`src/rtl/fetch_queue.sv`:
```
// Fetch queue: buffers PC/fetch groups in a circular queue, presents them in order to decode, and stalls the PC when space runs low.
// Optional performance counters are enabled by defining FETCHQ_PERF_CNT_EN.
module fetch_queue #(
  parameter int unsigned DEPTH    = 8,
  parameter int unsigned PC_W     = 32,
  parameter int unsigned STALL_TH = 2
) (
  input  logic                     clk,
  input  logic                     rst,
  input  logic                     flush,
  input  logic                     fetch_valid,
  input  logic [PC_W-1:0]          fetch_pc,
  input  logic [31:0]              fetch_instr0,
  input  logic [31:0]              fetch_instr1,
  input  logic                     fetch_instr1_valid,
  input  logic                     fetch_pred_taken0,
  output logic                     stall,
  input  logic                     dec_ready,
  output logic                     dec_valid0,
  output logic                     dec_valid1,
  output logic [PC_W-1:0]          dec_pc0,
  output logic [PC_W-1:0]          dec_pc1,
  output logic [31:0]              dec_instr0,
  output logic [31:0]              dec_instr1,
`ifdef FETCHQ_PERF_CNT_EN
  output logic [31:0]              perf_stall_cycles,
  output logic [31:0]              perf_flush_cnt,
  output logic [31:0]              perf_drop_cnt,
`endif
  output logic [$clog2(DEPTH):0]   count
);

  localparam int unsigned AW = $clog2(DEPTH);
  localparam logic [AW:0] DEPTH_L = (AW+1)'(DEPTH);
  localparam logic [AW:0] TH_L    = (AW+1)'(STALL_TH);

  logic [AW:0]      wr_ptr, rd_ptr;
  logic [PC_W-1:0]  mem_pc [DEPTH];
  logic [31:0]      mem_i0 [DEPTH];
  logic [31:0]      mem_i1 [DEPTH];
  logic             mem_v1 [DEPTH];

  logic             empty, full, push, pop;
  logic [AW:0]      free_cnt;
  logic [AW-1:0]    wr_idx, rd_idx;

  assign wr_idx   = wr_ptr[AW-1:0];
  assign rd_idx   = rd_ptr[AW-1:0];
  assign count    = wr_ptr - rd_ptr;
  assign empty    = (count == '0);
  assign full     = (count == DEPTH_L);
  assign free_cnt = DEPTH_L - count;
  assign stall    = (free_cnt <= TH_L);

  assign push = fetch_valid && !full && !flush;
  assign pop  = dec_ready && !empty && !flush;

  // Pointer registers; on flush the write pointer collapses onto the read pointer.
  always_ff @(posedge clk) begin
    if (rst) begin
      wr_ptr <= '0;
      rd_ptr <= '0;
    end else if (flush) begin
      wr_ptr <= rd_ptr;
    end else begin
      if (push) wr_ptr <= wr_ptr + 1'b1;
      if (pop)  rd_ptr <= rd_ptr + 1'b1;
    end
  end

  // Entry storage is never cleared; validity comes from the pointers.
  always_ff @(posedge clk) begin
    if (!rst && push) begin
      mem_pc[wr_idx] <= fetch_pc;
      mem_i0[wr_idx] <= fetch_instr0;
      mem_i1[wr_idx] <= fetch_instr1;
      mem_v1[wr_idx] <= fetch_instr1_valid && !fetch_pred_taken0;
    end
  end

  always_comb begin
    dec_valid0 = !empty && !flush;
    dec_valid1 = dec_valid0 && mem_v1[rd_idx];
    dec_pc0    = mem_pc[rd_idx];
    dec_pc1    = mem_pc[rd_idx] + PC_W'(4);
    dec_instr0 = mem_i0[rd_idx];
    dec_instr1 = mem_i1[rd_idx];
  end

`ifdef FETCHQ_PERF_CNT_EN
  always_ff @(posedge clk) begin
    if (rst) begin
      perf_stall_cycles <= '0;
      perf_flush_cnt    <= '0;
      perf_drop_cnt     <= '0;
    end else begin
      if (stall && perf_stall_cycles != '1) perf_stall_cycles <= perf_stall_cycles + 1'b1;
      if (flush && perf_flush_cnt != '1)    perf_flush_cnt    <= perf_flush_cnt + 1'b1;
      if (fetch_valid && full && !flush && perf_drop_cnt != '1)
        perf_drop_cnt <= perf_drop_cnt + 1'b1;
    end
  end
`endif

endmodule

```
`config.mk`:
```
export PLATFORM = sky130hd
export DESIGN_NAME = fetch_queue
export DESIGN_NICKNAME = d
export VERILOG_FILES = /design/src/rtl/fetch_queue.sv
export SDC_FILE = /design/constraint.sdc
export NUM_CORES = 1
export LEC_CHECK = 0
export ABC_CLOCK_PERIOD_IN_PS = 10000
export CAP_MARGIN = 20
export CORE_MARGIN = 2
export CORE_UTILIZATION = 45
export DETAILED_ROUTE_END_ITERATION = 10
export GPL_TIMING_DRIVEN = 0
export PLACE_DENSITY = 0.67
export SLEW_MARGIN = 20
export SYNTH_ARGS = -nofsm -noshare
export SYNTH_HDL_FRONTEND = slang
export SYNTH_SLANG_ARGS = --single-unit
```
`constraint.sdc`:
```
create_clock -name clk -period 10 [get_ports clk]
set_input_delay 1 -clock clk [delete_from_list [all_inputs] [get_ports clk]]
set_output_delay 1 -clock clk [all_outputs]
set_load 0.02 [all_outputs]
```
==> flow_summary_export.csv, run 1 <==
group,metric,value,unit
worst_hold_path,whs_path_depth,2,
placement,portBuffers,237,
clock_network,clk_pin_slew_worst_paths,0.06,ns
synth,synth_edf_count,776,
sta,setup_viol,0,
critical_path,worstSetupPathType,"reg2out",
worst_hold_path,min-delay-start,"rd_ptr[3]",
clock_network,cts_buffers,82,
sta,whs,0.5515,ns
clock_network,cts_hold_buffers,0,
synth,synth-main-ff-cell,"edfxtp_1",
critical_path,critical_path.cell_chain,"buf_2 > buf_2 > buf_4 > buf_2 > clkbuf_1 > clkbuf_1 > mux4_2 > mux2_2 > clkdlybuf4s50_1",
critical_path,cp_max_fo,10,
placement,dp_slack,4.402,ns
final_layout,drive_gt1_frac,0.2785,
die,die_area,70450,um2
critical_path,crit_top_cell,"buf_2",
global_routing,first_global_vias,15700,
critical_path,reg2reg_slack,5.23,ns
clock_network,cts_resized,0,
synth,synthesis.nets,1452,
die,start_util,0.4563,
synth,yosysUniqueCellTypes,57,
sta,slew_headroom,0.2801,
die,dieWidth,265.4,um
synth,syn-instance-count,1340,
critical_path,timing.rr.start,"wr_ptr[0]",
sta,fin_worst_skew,0.01329,ns
route,routed_wirelength,66.91,mm
critical_path,r2r_end,"mem_i0[0][8]",
outcome,status,"completed",
final_layout,fin_util,0.5676,
power,power_frac_comb,0.110,
sta,finalMaxSlewViolations,0,
critical_path,end_kind,"output pin",
worst_hold_path,hold_path.class,"reg2reg",
synth,yosysTopAreaCell,"edfxtp_1",
placement,gp_congestion,0.7797,
sta,rsz0062_at_grt,"no",
route,avgRoutedWirePerCell,25.08,um
clock_network,tritoncts,"yes",
critical_path,critical_path.max_stage_delay,0.68,ns
power,sw_frac_of_total,0.2180,
placement,dp_hpwl,44.03,mm
synth,synth_area_leaders,"edfxtp_1 76%, mux4_2 12%, mux2_2 3.0%",
synth,yosysSeqAreaShare,0.7649,
route,antenna_left,0,
run,drv_cap,0,
die,fp.dieH,265.4,um
synth,yosysWarnings,0,
final_layout,num-nets-final,1839,
clock_network,cts-root-buf,"clkbuf_16",
power,peakVddDrop,150.3,uV
sta,max_freq,0.1651,GHz
synth,mappedNetlistArea,30750,um2
final_layout,layout_common_cells,"776 x edfxtp_1, 237 x clkdlybuf4s50_1, 158 x mux4_2",
synth,async_reset_ff_frac,0,
critical_path,cpMaxStageDelayCell,"clkbuf_1",
route,drt_iter0_drc,1254,
sta,post-route-period-util,0.6056,
die,ioPinCount,238,
route,via_per_inst,5.523,
sta,fin_tns_setup,0,ns
final_layout,final_common_cell,"edfxtp_1",
global_routing,antenna_found_initial,6,
sta,tightestPinTransition,1.080,ns
clock_network,clock-sinks,787,
power,clkPwrFrac,0.413,
power,powerDensity,201.1,nW/um2
sta,layout_min_cycle_time,6.056,ns
power,p_seq_frac,0.477,
critical_path,cp-start-kind,"flip-flop",
clock_network,clk_latency,0.62,ns
die,rows,95,
global_routing,grt_max_degree,21,
clock_network,post-cts-setup-buffers,0,
final_layout,syn2layout_area_growth,24.40,%
critical_path,ff2ff_path_depth,15,
route,first_pass_iters,7,
power,power.internal,6.015,mW
synth,synth.ff_latch_count,787,
global_routing,grt_overflow,0,
synth,synth_top_area_frac,0.7578,
clock_network,h-tree-depth,3,
critical_path,worstPathRequired,9.00,ns
worst_hold_path,hold_path_end,"rd_ptr[3]",
critical_path,worstPathArrival,5.06,ns
route,drt_drc_violations_left,0,
sta,worst_slack,3.944,ns
synth,avgSynthCellArea,22.95,um2
power,leakage,12.14,nW
route,vias,14740,
global_routing,grt_usage,0.1930,
clock_network,clk_path_buf_depth,3,
sta,hold_viol_final,0,
power,p_switching,1.677,mW
final_layout,fill_cells,4907,
global_routing,grt_pass1_wl,99.80,mm
die,core,67400,um2
[layer usage]
metal  GRT usage  part of all wire  routed length (um)
met5           0           0.00078                  52
met4     0.05604             0.019                1273
met3     0.03370             0.047                3118
met2      0.3191              0.50               33600
met1      0.2656              0.43               28870
[registers in the layout, indices dropped and copies added, names as in the netlist, named ones only]
| signal | flops |
|---|---|
| mem_i1 | 256 |
| mem_i0 | 256 |
| mem_pc | 256 |
| mem_v1 | 8 |
| rd_ptr | 4 |
| wr_ptr | 4 |
[Yosys cell counts, types with 2 or more instances]
library cell,n
edfxtp_1,776
mux2_2,81
buf_12,3
and3_1,4
and2_1,6
nor3_1,9
or3_1,4
a21oi_1,12
nand4b_1,3
mux4_2,158
nor2b_1,5
nor2_1,28
ha_1,8
a221oi_2,3
inv_1,25
dfxtp_1,11
buf_4,6
xor2_1,9
nand3_1,5
mux2i_2,2
nand2_1,12
buf_2,24
buf_8,2
a211oi_1,2
mux2i_1,21
clkbuf_1,22
xnor2_1,22
nand4_1,7
mux4_1,31
o21ai_0,5
buf_6,3
a21o_1,2
nor4_2,5
[worst max-delay path: cells and delay by family (launching register included)]
family	cells	cell delay (ns)
flops	1	0.33
buf+inv	7	3.40
mux	2	0.68
[final cells by class]
cell class | count | area, um2 | share of cell area
tap | 873 | 1092 | 0.02855
multi-input combinational | 467 | 6815 | 0.1781
buffer | 60 | 371.6 | 0.009713
clock inverter | 54 | 695.7 | 0.01818
sequential | 787 | 23520 | 0.6149
timing repair buffer | 303 | 3501 | 0.09151
antenna | 3 | 7.507 | 0.0001962
inverter | 26 | 97.59 | 0.002551
clock buffer | 95 | 2153 | 0.05629
[kinds of logic after synthesis]
| family | share of synthesized area |
|---|---|
| compound gates | 0.007853 |
| xor+xnor | 0.008829 |
| fa+ha+maj | 0.003906 |
| buf+inv | 0.01526 |
| flops | 0.7649 |
| mux | 0.1801 |
| simple gates | 0.01916 |
[through the flow]
stage               area, um2  total power [mW]  cells
floorplan               30750             4.241   1340
global placement        34220             4.578   2450
detailed placement      35400             4.594   2516
CTS                     38250             7.783   2665
global route            38250             7.951   2666
finish                  38260             7.692   2668
[power groups by stage]
stage / sequential [mW] / clock, mW / combinational, mW
floorplan: 3.74 / 0 / 0.497
global placement: 3.75 / 0 / 0.827
detailed placement: 3.74 / 0 / 0.855
CTS: 3.67 / 3.25 / 0.859
global route: 3.67 / 3.38 / 0.902
finish: 3.67 / 3.18 / 0.844
[how the worst max path moves through the flow]
stage	from	end	slack [ns]
after floorplan	wr_ptr[0]	mem_i0[4][0]	0.39
after global placement	wr_ptr[0]	mem_i0[4][6]	-6.97
after detailed placement	flip-flop	dec_instr0[22]	4.40
after CTS	flip-flop	dec_instr0[22]	3.73
after global routing	flip-flop	dec_instr0[14]	3.71
final	flip-flop	dec_instr0[14]	3.94
Note: power is estimated with default switching activity, not from simulation.
==> inputs of run 2 (changes only) <==
--- a/config.mk
+++ b/config.mk
@@ -5,13 +5,12 @@
 export SDC_FILE = /design/constraint.sdc
 export NUM_CORES = 1
 export LEC_CHECK = 0
-export ABC_CLOCK_PERIOD_IN_PS = 10000
+export ABC_CLOCK_PERIOD_IN_PS = 6100
 export CAP_MARGIN = 20
 export CORE_MARGIN = 2
 export CORE_UTILIZATION = 45
 export DETAILED_ROUTE_END_ITERATION = 10
 export GPL_TIMING_DRIVEN = 0
-export PLACE_DENSITY = 0.67
 export SLEW_MARGIN = 20
 export SYNTH_ARGS = -nofsm -noshare
 export SYNTH_HDL_FRONTEND = slang
==> constraint.sdc (replaced) <==
create_clock -name clk -period 6.1 [get_ports clk]
set_input_delay 0.61 -clock clk [delete_from_list [all_inputs] [get_ports clk]]
set_output_delay 0.61 -clock clk [all_outputs]
set_load 0.02 [all_outputs]
==> run 2 against run 1 <==
Routed wire length shrank 1.0%. Global-route usage shrank 0.27 points. Sequential power grew 64%. Core utilization shrank 0.39 points. Clock skew grew 0.0081 ns. Sequential share of layout area grew 0.42 points. Setup slack lost 3.2 ns. Non-clock buffer count shrank 8. Cell count shrank 0.56%. Largest cell class unchanged. Highest routed layer unchanged.
==> flow_summary_export.csv, run 2 (synthesis gave the netlist of run 1 again) <==
group,metric,value,unit
route,vias,14550,
clock_network,h-tree-depth,3,
global_routing,grt_pass1_wl,98.48,mm
sta,finalMaxSlewViolations,0,
sta,tightestPinTransition,1.045,ns
global_routing,first_global_vias,15360,
clock_network,post-cts-setup-buffers,0,
power,p_switching,2.656,mW
route,drt_iter0_drc,1049,
route,via_per_inst,5.484,
outcome,status,"completed",
clock_network,cts-root-buf,"clkbuf_16",
critical_path,ff2ff_path_depth,11,
global_routing,antenna_found_initial,8,
sta,layout_min_cycle_time,5.380,ns
critical_path,cp-start-kind,"flip-flop",
placement,postPlaceCellArea,35530,um2
critical_path,cp.depth,9,
placement,portBuffers,237,
final_layout,syn2layout_area_growth,23.56,%
critical_path,cpMaxStageDelayCell,"clkbuf_1",
critical_path,cp_num_buf_inv,7,
final_layout,fin_util,0.5638,
final_layout,finalInstanceArea,38000,um2
critical_path,worstSetupPathType,"reg2out",
worst_hold_path,whs_path_depth,2,
route,routed_wirelength,66.21,mm
clock_network,clk_path_buf_depth,3,
power,clkPwrFrac,0.383,
power,peakVddDrop,258.4,uV
sta,post-route-period-util,0.8820,
die,die_area,70450,um2
sta,rsz0062_at_grt,"no",
clock_network,tritoncts,"yes",
critical_path,critical_path.cell_chain,"buf_2 > buf_2 > buf_4 > buf_2 > clkbuf_1 > clkbuf_1 > mux4_2 > mux2_2 > clkdlybuf4s50_1",
critical_path,worstPathArrival,4.77,ns
global_routing,grt_max_degree,21,
sta,max_freq,0.1859,GHz
route,antenna_left,0,
die,ioPinCount,238,
power,sw_frac_of_total,0.2217,
final_layout,drive_gt1_frac,0.2611,
critical_path,path_delay_family,"buffers and inverters",
route,drt_drc_violations_left,0,
placement,gp_congestion,0.7801,
sta,setup_viol,0,
run,drv_cap,0,
power,power.internal,9.326,mW
global_routing,grt_usage,0.1904,
final_layout,final_common_cell,"edfxtp_1",
placement,dp_hpwl,44.00,mm
critical_path,worstPathRequired,5.49,ns
clock_network,clk_latency,0.62,ns
worst_hold_path,hold_path.class,"reg2reg",
final_layout,layout_common_cells,"776 x edfxtp_1, 237 x clkdlybuf4s50_1, 158 x mux4_2",
sta,fin_worst_skew,0.02140,ns
global_routing,grt_overflow,0,
final_layout,top_regs,"mem_i0 (256), mem_i1 (256), mem_pc (256)",
final_layout,num-nets-final,1829,
clock_network,cts_buffers,80,
power,leakage,11.94,nW
route,avgRoutedWirePerCell,24.96,um
sta,slew_headroom,0.3035,
clock_network,cts_hold_buffers,0,
critical_path,critical_path.max_stage_delay,0.67,ns
power,powerDensity,315.4,nW/um2
critical_path,cp_max_fo,10,
power,p_seq_frac,0.502,
die,fp.dieH,265.4,um
sta,hold_viol_final,0,
critical_path,end_kind,"output pin",
die,core,67400,um2
die,start_util,0.4563,
route,first_pass_iters,5,
critical_path,crit_top_cell,"buf_2",
clock_network,clock-sinks,787,
die,dieWidth,265.4,um
clock_network,cts_resized,0,
power,power_frac_comb,0.115,
clock_network,clk_pin_slew_worst_paths,0.06,ns
die,rows,95,
-- run 2: changes by cell type in the layout (fill, tap and decap cells not counted), moves of 4 or more --
| cell | previous run | this run |
|---|---|---|
| clkinv_1 | 11 | 20 |
| clkinvlp_4 | 5 | 1 |
| bufinv_16 | 15 | 4 |
| buf_8 | 2 | 18 |
| clkbuf_1 | 32 | 43 |
| clkinv_2 | 16 | 9 |
| buf_16 | 23 | 27 |
| buf_4 | 31 | 6 |
-- run 2: path summary, 6_finish.rpt --
path / from / slack, ns / endpoint
hold / removal: rd_ptr[3] / 0.54 / rd_ptr[3]
setup reg to reg: wr_ptr[0] / 1.66 / mem_i0[5][2]
hold reg to reg: rd_ptr[3] / 0.54 / rd_ptr[3]
setup / recovery: flip-flop / 0.72 / dec_instr1[26]
-- run 2: power groups by stage --
stage	registers, mW	logic [mW]	clock network [mW]
3_3_place_gp	6.14	1.37	0
2_1_floorplan	6.13	0.816	0
6_report	6.02	1.38	4.58
3_5_place_dp	6.13	1.41	0
5_1_grt	6.02	1.48	4.89
4_1_cts	6.02	1.41	4.70
-- run 2: area by class of cell --
class,instances,area (um2)
Timing Repair Buffer,295,3621
Buffer,60,371.6
Antenna cell,3,7.507
Inverter,26,97.59
Clock buffer,103,2131
Tap cell,873,1092
Multi-Input combinational cell,467,6828
Fill cell,4986,29400
Sequential cell,787,23520
Clock inverter,39,325.3
-- run 2: stage by stage --
stage	std cells	worst slack, ns	total power [mW]	TNS [ns]	hold WS, ns
after floorplan	1340	-0.9456	6.948	-282.49	0.4835
final	2653	0.7199	11.98	0	0.5363
after CTS	2650	0.6075	12.13	0	0.5387
after global routing	2651	0.4206	12.39	0	0.5719
after global placement	2450	-5.896	7.505	-2946.06	0.5040
after detailed placement	2508	1.273	7.536	0	0.5287
-- run 2: layer usage --
layer  up-vias  wire length, um  track usage
li1       6419                -            -
met1      7713            28870       0.2650
met2       320            32600       0.3089
met3        87             3496      0.03851
met4        10             1173      0.05207
met5         -               65            0
-- run 2: tightest hold or removal path, cell delays in order (launching register included) --
cell and delay, ns:
dfxtp_1 0.34, o21ai_0 0.09, a21oi_1 0.06
==> RTL change, RTL diff (config.mk and constraints of run 1) <==
The parameter `PC_W` goes from 32 to 24.
--- a/src/rtl/fetch_queue.sv
+++ b/src/rtl/fetch_queue.sv
@@ -2,7 +2,7 @@
 // Optional performance counters are enabled by defining FETCHQ_PERF_CNT_EN.
 module fetch_queue #(
   parameter int unsigned DEPTH    = 8,
-  parameter int unsigned PC_W     = 32,
+  parameter int unsigned PC_W     = 24,
   parameter int unsigned STALL_TH = 2
 ) (
   input  logic                     clk,
Interface: changed (resized dec_pc0, dec_pc1 and fetch_pc); port bits go from 238 to 214. The function was not compared with the original's and may differ.
==> RTL change against run 1 <==
Worst setup slack gained 0.91 ns. Synthesized area shrank 8.7%. Maximum frequency grew 18%. Via count down 11%. Sequential cell count is 64 lower. Final area is 9.2% lower. Global-route usage down 0.48 points. Non-clock buffer count is 32 lower. Total power fell by 12%. Wire length down 12%. Critical endpoint is now dec_pc1[23].
==> RTL change: results (changes against run 1) <==
status:
  status: "finished, final reports clean"  # unchanged
drt:
  dr_wl_met2_um: 29500  # was 33600 um
  viasPerCell: 5.36  # was 5.52
  drt_iter0_markers: 835  # was 1254
  wl_um: 59100  # was 66900 um
  routed-wl-met3_um: 3390  # was 3120 um
timing:
  clock-skew-final_ns: 0.0231  # was 0.0133 ns
  fin_hold_ws_ns: 0.516  # was 0.551 ns
placed_design:
  place_area_um2: 32400  # was 35400 um2
  io_buffer_count: 213  # was 237
  gp_congestion: 0.780  # about the same
pwr:
  power_leakage_nw: 11.0  # was 12.1 nW
  peakVddDrop_mv: 0.161  # was 0.150 mV
global_routing:
  met2_usage_pct: 31.1  # was 31.9%
  grt_max_degree: 20  # was 21
  use_met1_pct: 25.4  # was 26.6%
  met3_usage_pct: 4.47  # was 3.37%
  grt_pass1_vias: 13800  # was 15700
cells_and_area:
  drive_gt1_share_pct: 28.3  # was 27.8%
  top_regs: "mem_i0: 256 flops, mem_i1: 256 flops, mem_pc: 192 flops"  # was mem_i0: 256 flops, mem_i1: 256 flops, mem_pc: 256 flops
worst_setup_path:
  cp.arrival_ns: 4.14  # was 5.06 ns
  r2r_end: "mem_i1[4][5]"  # was mem_i0[0][8]
synthesis:
  synth_edf_count: 712  # was 776
  ys_top_cells_by_count: "edfxtp_1, mux4_2, mux2_2"  # unchanged
clock_tree:
  cts_buffers: 74  # was 82
==> RTL change: changes by cell type after synthesis, sizes merged, moves of 5 or more <==
cell	change
mux2	-8
mux4	-11
clkbuf	-10
nand2	-7
xnor2	-5
edfxtp	-64
mux2i	-6
buf	+6
==> RTL change: cell type report <==
type / count / area [um2] / area share [%]
Sequential cell: 723 / 21600 / 62.2
Multi-Input combinational cell: 392 / 6030 / 17.3
Timing Repair Buffer: 275 / 3250 / 9.35
Clock buffer: 100 / 1970 / 5.67
Tap cell: 837 / 1050 / 3.01
Buffer: 56 / 400 / 1.15
Clock inverter: 32 / 344 / 0.990
Inverter: 27 / 101 / 0.292
Antenna cell: 2 / 5.00 / 0.0144
==> RTL change: worst max path at each step <==
stage	start	end
2_1_floorplan	wr_ptr[0]	mem_i0[4][0]
3_5_place_dp	wr_ptr[0]	mem_i0[4][27]
4_1_cts	flop	dec_pc1[23]
3_3_place_gp	wr_ptr[0]	mem_i0[4][27]
6_report	flop	dec_pc1[23]
5_1_grt	flop	dec_pc1[23]
==> RTL change: per-stage QoR <==
step                      util [%]  cells
after detailed placement      52.5   2310
final                         56.3   2444
after global routing          56.3   2442
after CTS                     56.3   2442
after floorplan                  -   1198
after global placement        50.6   2248
==> RTL change: kinds of logic after synthesis <==
| group | synth area share, % |
|---|---|
| muxes | 18.2 |
| AOI/OAI and AO/OA | 0.530 |
| xor gates and xnor gates | 0.686 |
| and+or+nand+nor | 1.42 |
| adders and majority gates | 0.428 |
| DFF | 76.9 |
| buffers and inverters | 1.79 |
==> RTL change: power breakdown <==
part	internal [mW]	switching [mW]	total (mW)
combinational	0.373	0.372	0.745
sequential	3.36	0.00986	3.37
clock	1.54	1.09	2.64
